<file path="src/rtl/out_fifo.sv">
// Small synchronous FIFO holding out-channel words until they are checked.
// Pointers carry one extra wrap bit so full and empty are distinguishable.
module out_fifo #(
    parameter int Width = 12,
    parameter int Depth = 16
) (
    input  logic             clock,
    input  logic             reset,
    input  logic             push,
    input  logic [Width-1:0] push_data,
    input  logic             pop,
    output logic [Width-1:0] pop_data,
    output logic             full,
    output logic             empty
);

    localparam int AddrWidth = $clog2(Depth);

    logic [AddrWidth:0]   wr_ptr;
    logic [AddrWidth:0]   rd_ptr;
    logic [Width-1:0]     mem [Depth];

    assign empty    = (wr_ptr == rd_ptr);
    assign full     = (wr_ptr[AddrWidth] != rd_ptr[AddrWidth]) &&
                      (wr_ptr[AddrWidth-1:0] == rd_ptr[AddrWidth-1:0]);
    assign pop_data = mem[rd_ptr[AddrWidth-1:0]];

    // Pointer update; push and pop in the same cycle both advance.
    always_ff @(posedge clock or posedge reset) begin
        // NOTE: sequential state is written with <= so every register samples pre-edge values.
        if (reset) begin
            wr_ptr <= '0;
            rd_ptr <= '0;
        end else begin
            if (push && !full) wr_ptr <= wr_ptr + 1'b1;
            if (pop && !empty) rd_ptr <= rd_ptr + 1'b1;
        end
    end

    // Word storage write port.
    always_ff @(posedge clock) begin
        // NOTE: storage is not reset; the cleared pointers make old contents unreachable.
        if (push && !full) mem[wr_ptr[AddrWidth-1:0]] <= push_data;
    end

endmodule

</file>
<file path="config.mk">
export PLATFORM = sky130hd
export DESIGN_NAME = out_fifo
export DESIGN_NICKNAME = d
export VERILOG_FILES = /design/src/rtl/out_fifo.sv
export SDC_FILE = /design/constraint.sdc
export NUM_CORES = 1
export LEC_CHECK = 0
export ABC_AREA = 1
export BUFFER_PORTS_ARGS = -buffer_cell sky130_fd_sc_hd__buf_4
export CAP_MARGIN = 20
export CORE_MARGIN = 2
export CORE_UTILIZATION = 30
export CTS_BUF_LIST = sky130_fd_sc_hd__clkbuf_4 sky130_fd_sc_hd__clkbuf_8
export CTS_CLUSTER_DIAMETER = 40
export DETAILED_ROUTE_END_ITERATION = 16
export PLACE_DENSITY = 0.51
export SLEW_MARGIN = 20
export SYNTH_ARGS = -nofsm -noshare
export SYNTH_HDL_FRONTEND = slang
export SYNTH_SLANG_ARGS = --single-unit
</file>
<file path="constraint.sdc">
create_clock -name clock -period 4.4 [get_ports clock]
set_input_delay 0.22 -clock clock [delete_from_list [all_inputs] [get_ports clock]]
set_output_delay 0.22 -clock clock [all_outputs]
set_load 0.005 [all_outputs]
</file>
After elaboration in Yosys (flattened, before gate mapping):

Memories as Yosys holds them, arrays and structs flattened.
Index checks and enable logic that the tools add are counted.

* logic and storage cells: 15
* RAM bits: 192
* output and inout port bits: 14
* register bits after elaboration: 10
* memories kept: 1
* bits of input ports: 16

Memories
* mem: words 16, bits a word 12, rd ports 1, clocked after Yosys merged registers in 0, write ports 1, RTL line 21 `logic [Width-1:0] mem [Depth];`

* $add $sub $neg: 2
* muxes and demuxes: 2
* reduce and logical (&&, ||, !) cells: 5
* eq/ne operators: 3

Operators with widths (number)
* $add A5 B1 Y5 const B: 2
* $eq A5 B5 Y1: 1
* $eq A4 B4 Y1: 1
* $logic_and A1 B1 Y1: 3
* $logic_not A1 Y1: 2
* $mux W1: 2
* $ne A1 B1 Y1: 1

Longest topological paths before layout:

Gate-level depths: netlist (run 1).

* depth after elaboration: 6
* mapped depth: 12
* depth with buffers taken out: 9

Least setup slack after synthesis (run 1):

Ideal clock, no wire load.

* path type: register to register
* start: reg rd_ptr[1]
* end: mem mem[14][0], enable pin
* clock period less this slack: 1930 ps
* library setup time: 380 ps
* path slack: 2470 ps
* buffers on the path: 1
* data arrival time: 1550 ps
* required time: 4020 ps
* cell stages (with the launch flop): 9
* cell sequence: dfrtp_1 buf_4 inv_4 nand2_1 nand2_1 nor2_4 nand3_4 nand2_4 nor2_1

* cells in the longest elaborated chain, start to end: 6

RTL lines
* start, declared: RTL line 20 `logic [AddrWidth:0] rd_ptr;`
* start signal, assigned: RTL line 36 `if (pop && !empty) rd_ptr <= rd_ptr + 1'b1;`
* $eq A4 B4 Y1: RTL line 25 `(wr_ptr[AddrWidth-1:0] == rd_ptr[AddrWidth-1:0]);`
* $logic_and A1 B1 Y1: RTL line 24 `assign full = (wr_ptr[AddrWidth] != rd_ptr[AddrWidth]) &&`
* $logic_not A1 Y1: RTL line 43 `if (push && !full) mem[wr_ptr[AddrWidth-1:0]] <= push_data;`
* $logic_and A1 B1 Y1: RTL line 43
* $mux W1: RTL line 43
* $mux W1 (implied by the code): RTL line 43
* end, declared: RTL line 21

No other way between the ends.

Worst setup path after layout (run 1):

* start: reg rd_ptr[0]
* end: out pop_data[3]

* cells in the longest elaborated chain, start to end: 1

RTL lines
* $mem_v2 Z16 W12
* end, declared: RTL line 12 `output logic [Width-1:0] pop_data,`

No other way between the ends.

==> run metrics, run 1 <==
register share of total power=0.385; Comb pwr share=0.351; Worst IR Drop VDD=0.340 mV; minimum clock period=3.04 ns; worst-skew pair later-pin latency=0.52 ns; CP required=4.18 ns; internal power=roughly 4 mW; skew final=0.0142 ns; Final period util=0.692; final setup fails=0; core area=0.0285 mm^2; Vert. Die Dim=173 um; count of cell types in the netlist=24; Critical Path End Type=output pin; htree depth=2; gpl congestion=0.776; Avg WL per Cell=16.6 um; root buffer cell=clkbuf_8; DRC viols=0; # port buffers=29; Placed Area=0.00918 mm^2; antenna violations before repair=0; Startpoint Class=flop; fillcell total=a little under 3000; Critical Path, Cell by Cell=buf_4 -> nor2_1 -> nor2_1 -> o21ai_0 -> nand3_1 -> nand3_1 -> nand2_1 -> buf_4; Synth Cell Area=0.00861 mm^2; Antenna Nets Post-Route=0; syn avg cell area=11.1 um^2; asr flop ratio synth=0.0495; WL final=20500 um; Die X=around 170 um; global-route wire length before repair=roughly 32000 um; achievable frequency=328 MHz; row count=62; switching share of power=0.371; Setup TNS Final=0 ns; drt initial violations=roughly 360; total iterations of the first detailed-routing run=4; total global routing overflow=0; worst slew pin tran=1.06 ns; CP Class=reg -> out; Buf/Inv on CP=2; top-count cell post-synth=nand2_1; synthesized instance count=778; Power Density=634 mW/mm^2; fin nets=between 800 and 900; Power Total=6.29 mW; vias in the first global route=approximately 5400; CP delay by family, top=buffers and inverters; Crit Path Max Fanout=slightly above 90; I/O Pins=30; Max Root-Sink Buffers=3; leakage power total=3.66 nW; clock share of power=0.264; Detailed Place HPWL=approximately 11000 um; post-cts sizing count=0; EDFF count, synth=192; net switching power=~2.3 mW; largest net degree at the start of global routing=98; final hold vios=0; fin worst setup slack=1.36 ns; area grow syn2layout=15.2%; max incr delay on CP=0.82 ns; Max Cap Viol=0; leading post-synthesis cells by cell area=edfxtp_1 (67%), nand2_1 (9.0%), nor2_1 (6.2%); Initial Utilization=0.302; max_slew headroom=0.292; final core utilization=0.348; Pins Over Slew Limit=0; top cell type's share of synthesized area=0.670; Finished Cell Area=between 0.009 and 0.01 mm^2; most frequently used flop master after synthesis=edfxtp_1; type of the tightest min-delay check=in -> reg; n_diodes=0; GRT Total Usage=0.138; status=finished clean; largest area contributor in the netlist=edfxtp_1; share of post-route cells with drive strength above 1=0.138; Num CTS Buffers=37; Critical-path top delay cell=buf_4; TritonCTS clock tree=yes; net count after synthesis=799; post-synthesis sequential area ratio=0.699; dpl ws=1.32 ns; flops & latches, synth=202; critical path arrival=2.82 ns; area of the die=0.0301 mm^2; top post-synthesis cells by count=nand2_1 (207), edfxtp_1 (192), nor2_1 (142); r2r setup slk=1.76 ns; via count of the routed design=about 5500; Synth Warn #=0; Clock transition at path regs=0.05 ns; RSZ-0062 raised after global routing=false; via/cell ratio=roughly 4.5; CTS sink cnt=202
layout make-up:
| type | count | area, um^2 | share of cell area |
|---|---|---|---|
| clock buffer | 50 | 619 | 0.0624 |
| inverter | 28 | 110 | 0.0111 |
| timing repair buffer | 44 | 343 | 0.0346 |
| clock inverter | 17 | 71.3 | 0.00719 |
| tap | 384 | 480 | 0.0484 |
| sequential | 202 | 6020 | 0.607 |
| multi-input combinational | 509 | 2270 | 0.229 |
repair_timing:
action	4_1_cts	5_1_grt
hold buffers	5	0
hold endpoints to repair	30	0
buffers inserted	0	0
endpoints found under the setup margin	0	0
cell families (layout without fill, tap and decap cells):
logic type	count (synthesis)	in the layout	share of synthesized area
AOI/OAI and AO/OA	84	84	0.0488
DFF	202	202	0.699
buffers and inverters	67	139	0.0375
adders and majority gates	5	5	0.00727
xor gates and xnor gates	6	6	0.00610
and+or+nand+nor	414	414	0.202
power by group through the flow:
stage / clock, mW / sequential [mW] / combinational, mW
2_1_floorplan: 0 / 2.41 / 1.53
6_report: 1.66 / 2.42 / 2.21
3_5_place_dp: 0 / 2.46 / 2.26
5_1_grt: 1.79 / 2.44 / 2.52
4_1_cts: 1.71 / 2.42 / 2.27
3_3_place_gp: 0 / 2.46 / 2.24
metal layers:
metal / part of all wire / global-route usage / up-vias
met5: 0 / 0 / -
met2: 0.46 / 0.215 / 115
li1: - / - / 2722
met1: 0.47 / 0.196 / 2643
met3: 0.054 / 0.0263 / 33
met4: 0.018 / 0.0445 / 0
state kept, by name (all words and copies together) (netlist names):
name and cells:
wr_ptr 5, mem 192, rd_ptr 5
cells in the final DEF (no fill, tap or decap), drive strengths merged:
| cell type | synthesis | routed |
|---|---|---|
| o21ai | 84 | 84 |
| edfxtp | 192 | 192 |
| nor2 | 154 | 154 |
| nand3 | 50 | 50 |
| clkinvlp | 0 | 1 |
| ha | 5 | 5 |
| clkbuf | 17 | 50 |
| dfrtp | 10 | 10 |
| xor2 | 4 | 4 |
| clkinv | 0 | 16 |
| buf | 22 | 39 |
| nand2 | 210 | 210 |
| inv | 28 | 28 |
| xnor2 | 2 | 2 |
| dlygate4sd3 | 0 | 5 |
final timing paths:
kind                                to  cells past startpoint          from
min in group asynchronous    rd_ptr[2]                      3         reset
max in group asynchronous    rd_ptr[0]                      3         reset
hold reg to reg              wr_ptr[4]                      2     wr_ptr[4]
hold / removal               mem[7][2]                      1  push_data[2]
setup reg to reg            mem[14][3]                      7     rd_ptr[1]
setup / recovery           pop_data[3]                      8     rd_ptr[0]
through the flow:
stage          instances  hold slack (ns)
6_report            1234           0.0133
3_3_place_gp        1162            0.244
2_1_floorplan        778           0.0602
3_5_place_dp        1162            0.257
5_1_grt             1234           0.0107
4_1_cts             1234          0.00135
No activity file was read; power rests on OpenSTA's default activity.
==> inputs of run 2 (changes only) <==
==> constraint.sdc (replaced) <==
create_clock -name clock -period 3 [get_ports clock]
set_input_delay 0.15 -clock clock [delete_from_list [all_inputs] [get_ports clock]]
set_output_delay 0.15 -clock clock [all_outputs]
set_load 0.005 [all_outputs]
==> run 2 against run 1 <==
Sequential power increased by 46%. Combinational power increased by 52%. Sequential share of layout area decreased by 1.3 points. Core utilization is 0.75 points higher. Flip-flop and latch count is the same. Worst setup slack lost 1.0 ns. Non-clock buffer count increased by 15. Largest cell class unchanged.
==> run metrics, run 2 (same netlist as run 1, synthesis figures left out) <==
n_diodes=0; worst slew pin tran=0.797 ns; Crit Path Max Fanout=63; Detailed Place HPWL=between 10000 and 15000 um; gpl congestion=~0.79; area of the die=0.0301 mm^2; via count of the routed design=5571; Critical Path, Cell by Cell=buf_4 -> o21ai_0 -> o21ai_0 -> nand2_1 -> nand2_1 -> inv_1 -> nand2_1 -> buf_4; critical path arrival=about 2.5 ns; WHS=0.191 ns; global-route wire length before repair=33300 um; Power Total=9.59 mW; area grow syn2layout=17.7%; Die X=173 um; Finished Cell Area=slightly above 0.01 mm^2; Max Root-Sink Buffers=3; setup bufs post-CTS=0; row count=62; # port buffers=29; crit path from=rd_ptr[1]; TritonCTS clock tree=yes; Num CTS Buffers=38; max_slew headroom=0.468; total global routing overflow=0; Crit. path cell count=8; vias in the first global route=5527; most common cell after layout, fill and taps aside=nand2_1; Power Density=946 mW/mm^2; RSZ-0062 raised after global routing=false; leakage power total=3.77 nW; I/O Pins=30; antenna violations before repair=1; htree depth=2; Hold Buf Count CTS=15; dpl ws=0.698 ns; via/cell ratio=4.46; Critical Path End Type=output pin; Critical-path top delay cell=buf_4; core area=0.0285 mm^2; fin nets=approximately 860; Avg WL per Cell=around 17 um; status=finished clean; root buffer cell=clkbuf_8; Placed Area=0.00923 mm^2; Startpoint Class=flop; achievable frequency=378 MHz; total iterations of the first detailed-routing run=4; cells on worst reg2reg path=7; drt initial violations=413; final setup fails=0; worst-skew pair later-pin latency=0.52 ns; worst setup path endpoint=pop_data[5]; type of the tightest min-delay check=in -> async; Buf/Inv on CP=3; most frequent cells in the layout=nand2_1 (207), edfxtp_1 (192), nor2_1 (142), o21ai_0 (69), nand3_1 (48); CP required=2.85 ns; Pins Over Slew Limit=0; Final period util=0.883; GRT Total Usage=0.145; largest net degree at the start of global routing=98; share of post-route cells with drive strength above 1=0.141; CTS sink cnt=202; DRC viols=0; Max Cap Viol=0; CP Class=reg -> out; Worst IR Drop VDD=0.541 mV; max reg flops=192; CP delay by family, top=buffers and inverters; Critical R2R Capture=mem[13][2]; crit-path most repeated cell=nand2_1; fin worst setup slack=0.352 ns; max incr delay on CP=0.59 ns; skew final=0.0272 ns; WL final=around 22000 um; r2r setup slk=0.71 ns; Setup TNS Final=0 ns; Clock transition at path regs=roughly 0.05 ns; Vert. Die Dim=173 um; worst reg2reg path startpoint=rd_ptr[2]; Initial Utilization=0.302; final hold vios=0; minimum clock period=about 2.6 ns; Antenna Nets Post-Route=0; post-cts sizing count=0
-- run 2: metrics by stage --
stage / cells / util
2_1_floorplan: 778 / -
3_3_place_gp: 1167 / 0.324
3_5_place_dp: 1167 / 0.324
4_1_cts: 1248 / 0.356
5_1_grt: 1248 / 0.356
6_report: 1248 / 0.356
-- run 2: report_power, final --
part	total [mW]	switching (mW)	internal, mW
registers	3.54	0.135	3.40
logic	3.35	2.25	1.10
clock network	2.70	1.13	1.57
total	9.59	3.52	6.07
-- run 2: worst min path at each step --
stage           from  slack, ns   endpoint  cells after the start
6_report       reset       0.19  wr_ptr[2]                      3
5_1_grt        reset       0.21  rd_ptr[2]                      3
4_1_cts        reset       0.18  wr_ptr[2]                      3
3_5_place_dp   reset       0.18  rd_ptr[4]                      2
3_3_place_gp   reset       0.18  rd_ptr[3]                      2
2_1_floorplan  reset      -0.01  rd_ptr[0]                      1
-- run 2: tightest hold or removal path, cell delays in order --
cell and delay, ns:
dlygate4sd3_1 0.53, buf_4 0.13, inv_1 0.32
-- run 2: cell type report --
type                       count  area, um^2
multi-input combinational    509        2270
sequential                   202        6020
clock buffer                  48         598
tap                          384         480
inverter                      28         110
clock inverter                18         159
fill                        2841       18300
timing repair buffer          59         493
-- run 2: metal layers --
layer | wire, um | GRT usage | vias to the layer above | share of wire
met2 | 10100 | 0.229 | 117 | 0.47
met1 | 10300 | 0.205 | 2669 | 0.47
met5 | 7 | 0 | - | 0.00032
li1 | - | - | 2753 | -
met4 | 311 | 0.0367 | 2 | 0.014
met3 | 1000 | 0.0296 | 30 | 0.046
==> inputs of run 3 (changes only) <==
--- a/config.mk
+++ b/config.mk
@@ -12,7 +12,9 @@
 export CORE_UTILIZATION = 30
 export CTS_BUF_LIST = sky130_fd_sc_hd__clkbuf_4 sky130_fd_sc_hd__clkbuf_8
 export CTS_CLUSTER_DIAMETER = 40
+export CTS_CLUSTER_SIZE = 40
 export DETAILED_ROUTE_END_ITERATION = 16
+export MAX_ROUTING_LAYER = met4
 export PLACE_DENSITY = 0.51
 export SLEW_MARGIN = 20
 export SYNTH_ARGS = -nofsm -noshare
==> run 3 against run 2 <==
Via count down 0.43%. Global-route usage up 0.30 points. Clock skew up 0.0098 ns. Clock power about the same. Total power down 0.13%. Sequential share of layout area up 0.12 points. Hold slack worse by 0.0028 ns. Core utilization down 0.070 points. Fmax about the same. Routed wire length down 0.84%. Design area down 0.20%. Non-clock buffer count unchanged. Critical path type unchanged. Critical endpoint unchanged.
==> run metrics, run 3 (same netlist as run 1, synthesis figures left out) <==
CP delay by family, top=buffers and inverters; CP Class=reg -> out; area of the die=0.0301 mm^2; Layout Cells excl Fill=between 1000 and 1500; # port buffers=29; minimum clock period=2.65 ns; largest net degree at the start of global routing=98; Setup TNS Final=0 ns; Final period util=0.882; gpl congestion=0.801; Critical-path top delay cell=buf_4; most frequent cells in the layout=nand2_1 (207), edfxtp_1 (192), nor2_1 (142), o21ai_0 (69), nand3_1 (48); Critical Path, Cell by Cell=buf_4 -> o21ai_0 -> o21ai_0 -> nand2_1 -> nand2_1 -> inv_1 -> nand2_1 -> buf_4; total iterations of the first detailed-routing run=4; Initial Utilization=0.302; Antenna Nets Post-Route=0; fillcell total=2842; cell total after placement=between 1000 and 1500; Detailed Place HPWL=~12000 um; setup bufs post-CTS=0; worst reg2reg path startpoint=rd_ptr[2]; Clock transition at path regs=around 0.050 ns; TritonCTS clock tree=yes; worst setup path endpoint=pop_data[5]; cells on worst reg2reg path=7; skew final=between 0.03 and 0.04 ns; area of the multi-input gates=roughly 0.0023 mm^2; root buffer cell=clkbuf_8; I/O Pins=30; Startpoint Class=flop; vias in the first global route=5516; total global routing overflow=0; Critical Path End Type=output pin; share of post-route cells with drive strength above 1=0.140; via count of the routed design=about 5500; crit path from=rd_ptr[1]; via/cell ratio=~4.5; type of the tightest min-delay check=in -> async; Buf/Inv on CP=3; critical path arrival=2.50 ns; crit-path most repeated cell=nand2_1; Pins Over Slew Limit=0; Power Density=947 mW/mm^2; core area=roughly 0.028 mm^2; final hold vios=0; fin nets=855; RSZ-0062 raised after global routing=false; grt met3 use=0.0252; final setup fails=0; Die X=173 um; htree depth=2; drt initial violations=400; r2r setup slk=between 0.7 and 0.8 ns; achievable frequency=about 380 MHz; worst slew pin tran=just under 0.8 ns; status=finished clean; Max Root-Sink Buffers=3; worst-skew pair later-pin latency=0.53 ns; CP required=roughly 2.9 ns; GRT Total Usage=0.148; Worst IR Drop VDD=0.662 mV; global-route wire length before repair=33100 um; max_slew headroom=0.473; DRC viols=0; max incr delay on CP=approximately 0.6 ns; Num CTS Buffers=34; area grow syn2layout=17.5%; Crit. path cell count=8; most common cell after layout, fill and taps aside=nand2_1; Critical R2R Capture=mem[13][11]; Vert. Die Dim=173 um; met1 usage=0.202; max reg flops=192; leakage power total=3.74 nW; row count=62; GRT met2 Usage=0.231; Crit Path Max Fanout=63; CTS sink cnt=approximately 200; WL final=21500 um; Max Cap Viol=0; Avg WL per Cell=17.3 um; grt peak-use layer=met2; Reg area=0.00602 mm^2; antenna violations before repair=1
run 3: changes by cell type in the layout (fill, tap and decap cells not counted):
cell        delta
clkbuf_4       -7
clkinv_1       -6
clkinvlp_4     +5
clkbuf_8       -4
bufinv_16      +2
clkinv_2       +2
clkinv_4       -1
diode_2        +1
inv_6          +1
run 3: layer usage:
metal  wire length, um  part of all wire
met5                 0                 0
met4               318             0.015
met3               970             0.045
met2             10100              0.47
met1             10200              0.47
run 3: area by class of cell:
class                      count  share of cell area
sequential                   202               0.595
clock inverter                21              0.0241
tap                          384              0.0475
multi-input combinational    509               0.225
antenna                        1            0.000247
clock buffer                  37              0.0485
inverter                      28              0.0109
timing repair buffer          59              0.0487
run 3: repair_timing:
action | 4_1_cts | 5_1_grt
gates resized for setup | 0 | 0
setup endpoints to repair | 0 | 0
hold endpoints to repair | 196 | 0
hold buffers | 15 | 0
run 3: per-stage QoR:
step | area (um^2) | worst slack, ns | util | power, mW | hold WS (ns)
detailed placement | 9230 | 0.698 | 0.324 | 6.99 | 0.180
floorplan | 8610 | 1.07 | - | 5.77 | -0.00982
finish | 10100 | 0.355 | 0.355 | 9.57 | 0.189
global route | 10100 | 0.135 | 0.355 | 10.2 | 0.225
global placement | 9230 | 0.731 | 0.324 | 6.98 | 0.176
CTS | 10100 | 0.295 | 0.355 | 9.71 | 0.184
run 3: worst min-delay path by stage:
stage / from / endpoint / slack (ns) / cells past startpoint
floorplan: reset / rd_ptr[0] / -0.01 / 1
finish: reset / wr_ptr[2] / 0.19 / 3
detailed placement: reset / rd_ptr[4] / 0.18 / 2
global placement: reset / rd_ptr[3] / 0.18 / 2
global route: reset / rd_ptr[2] / 0.22 / 3
CTS: reset / wr_ptr[2] / 0.18 / 3
run 3: power by group:
| group | total (mW) | leakage, nW | switching (mW) | internal [mW] |
|---|---|---|---|---|
| Combinational | 3.35 | 1.52 | 2.25 | 1.10 |
| Clock | 2.69 | 0.362 | 1.14 | 1.55 |
| Sequential | 3.54 | 1.86 | 0.135 | 3.40 |
| Total | 9.57 | 3.74 | 3.52 | 6.05 |
run 3: worst reg2reg max path: stages (launching register included):
cell and delay (ns):
dfrtp_1 0.47, inv_2 0.30, nand2_1 0.08, nand2_1 0.12, nor2_4 0.06, nand3_4 0.10
nand2_4 0.23, nor2_4 0.54
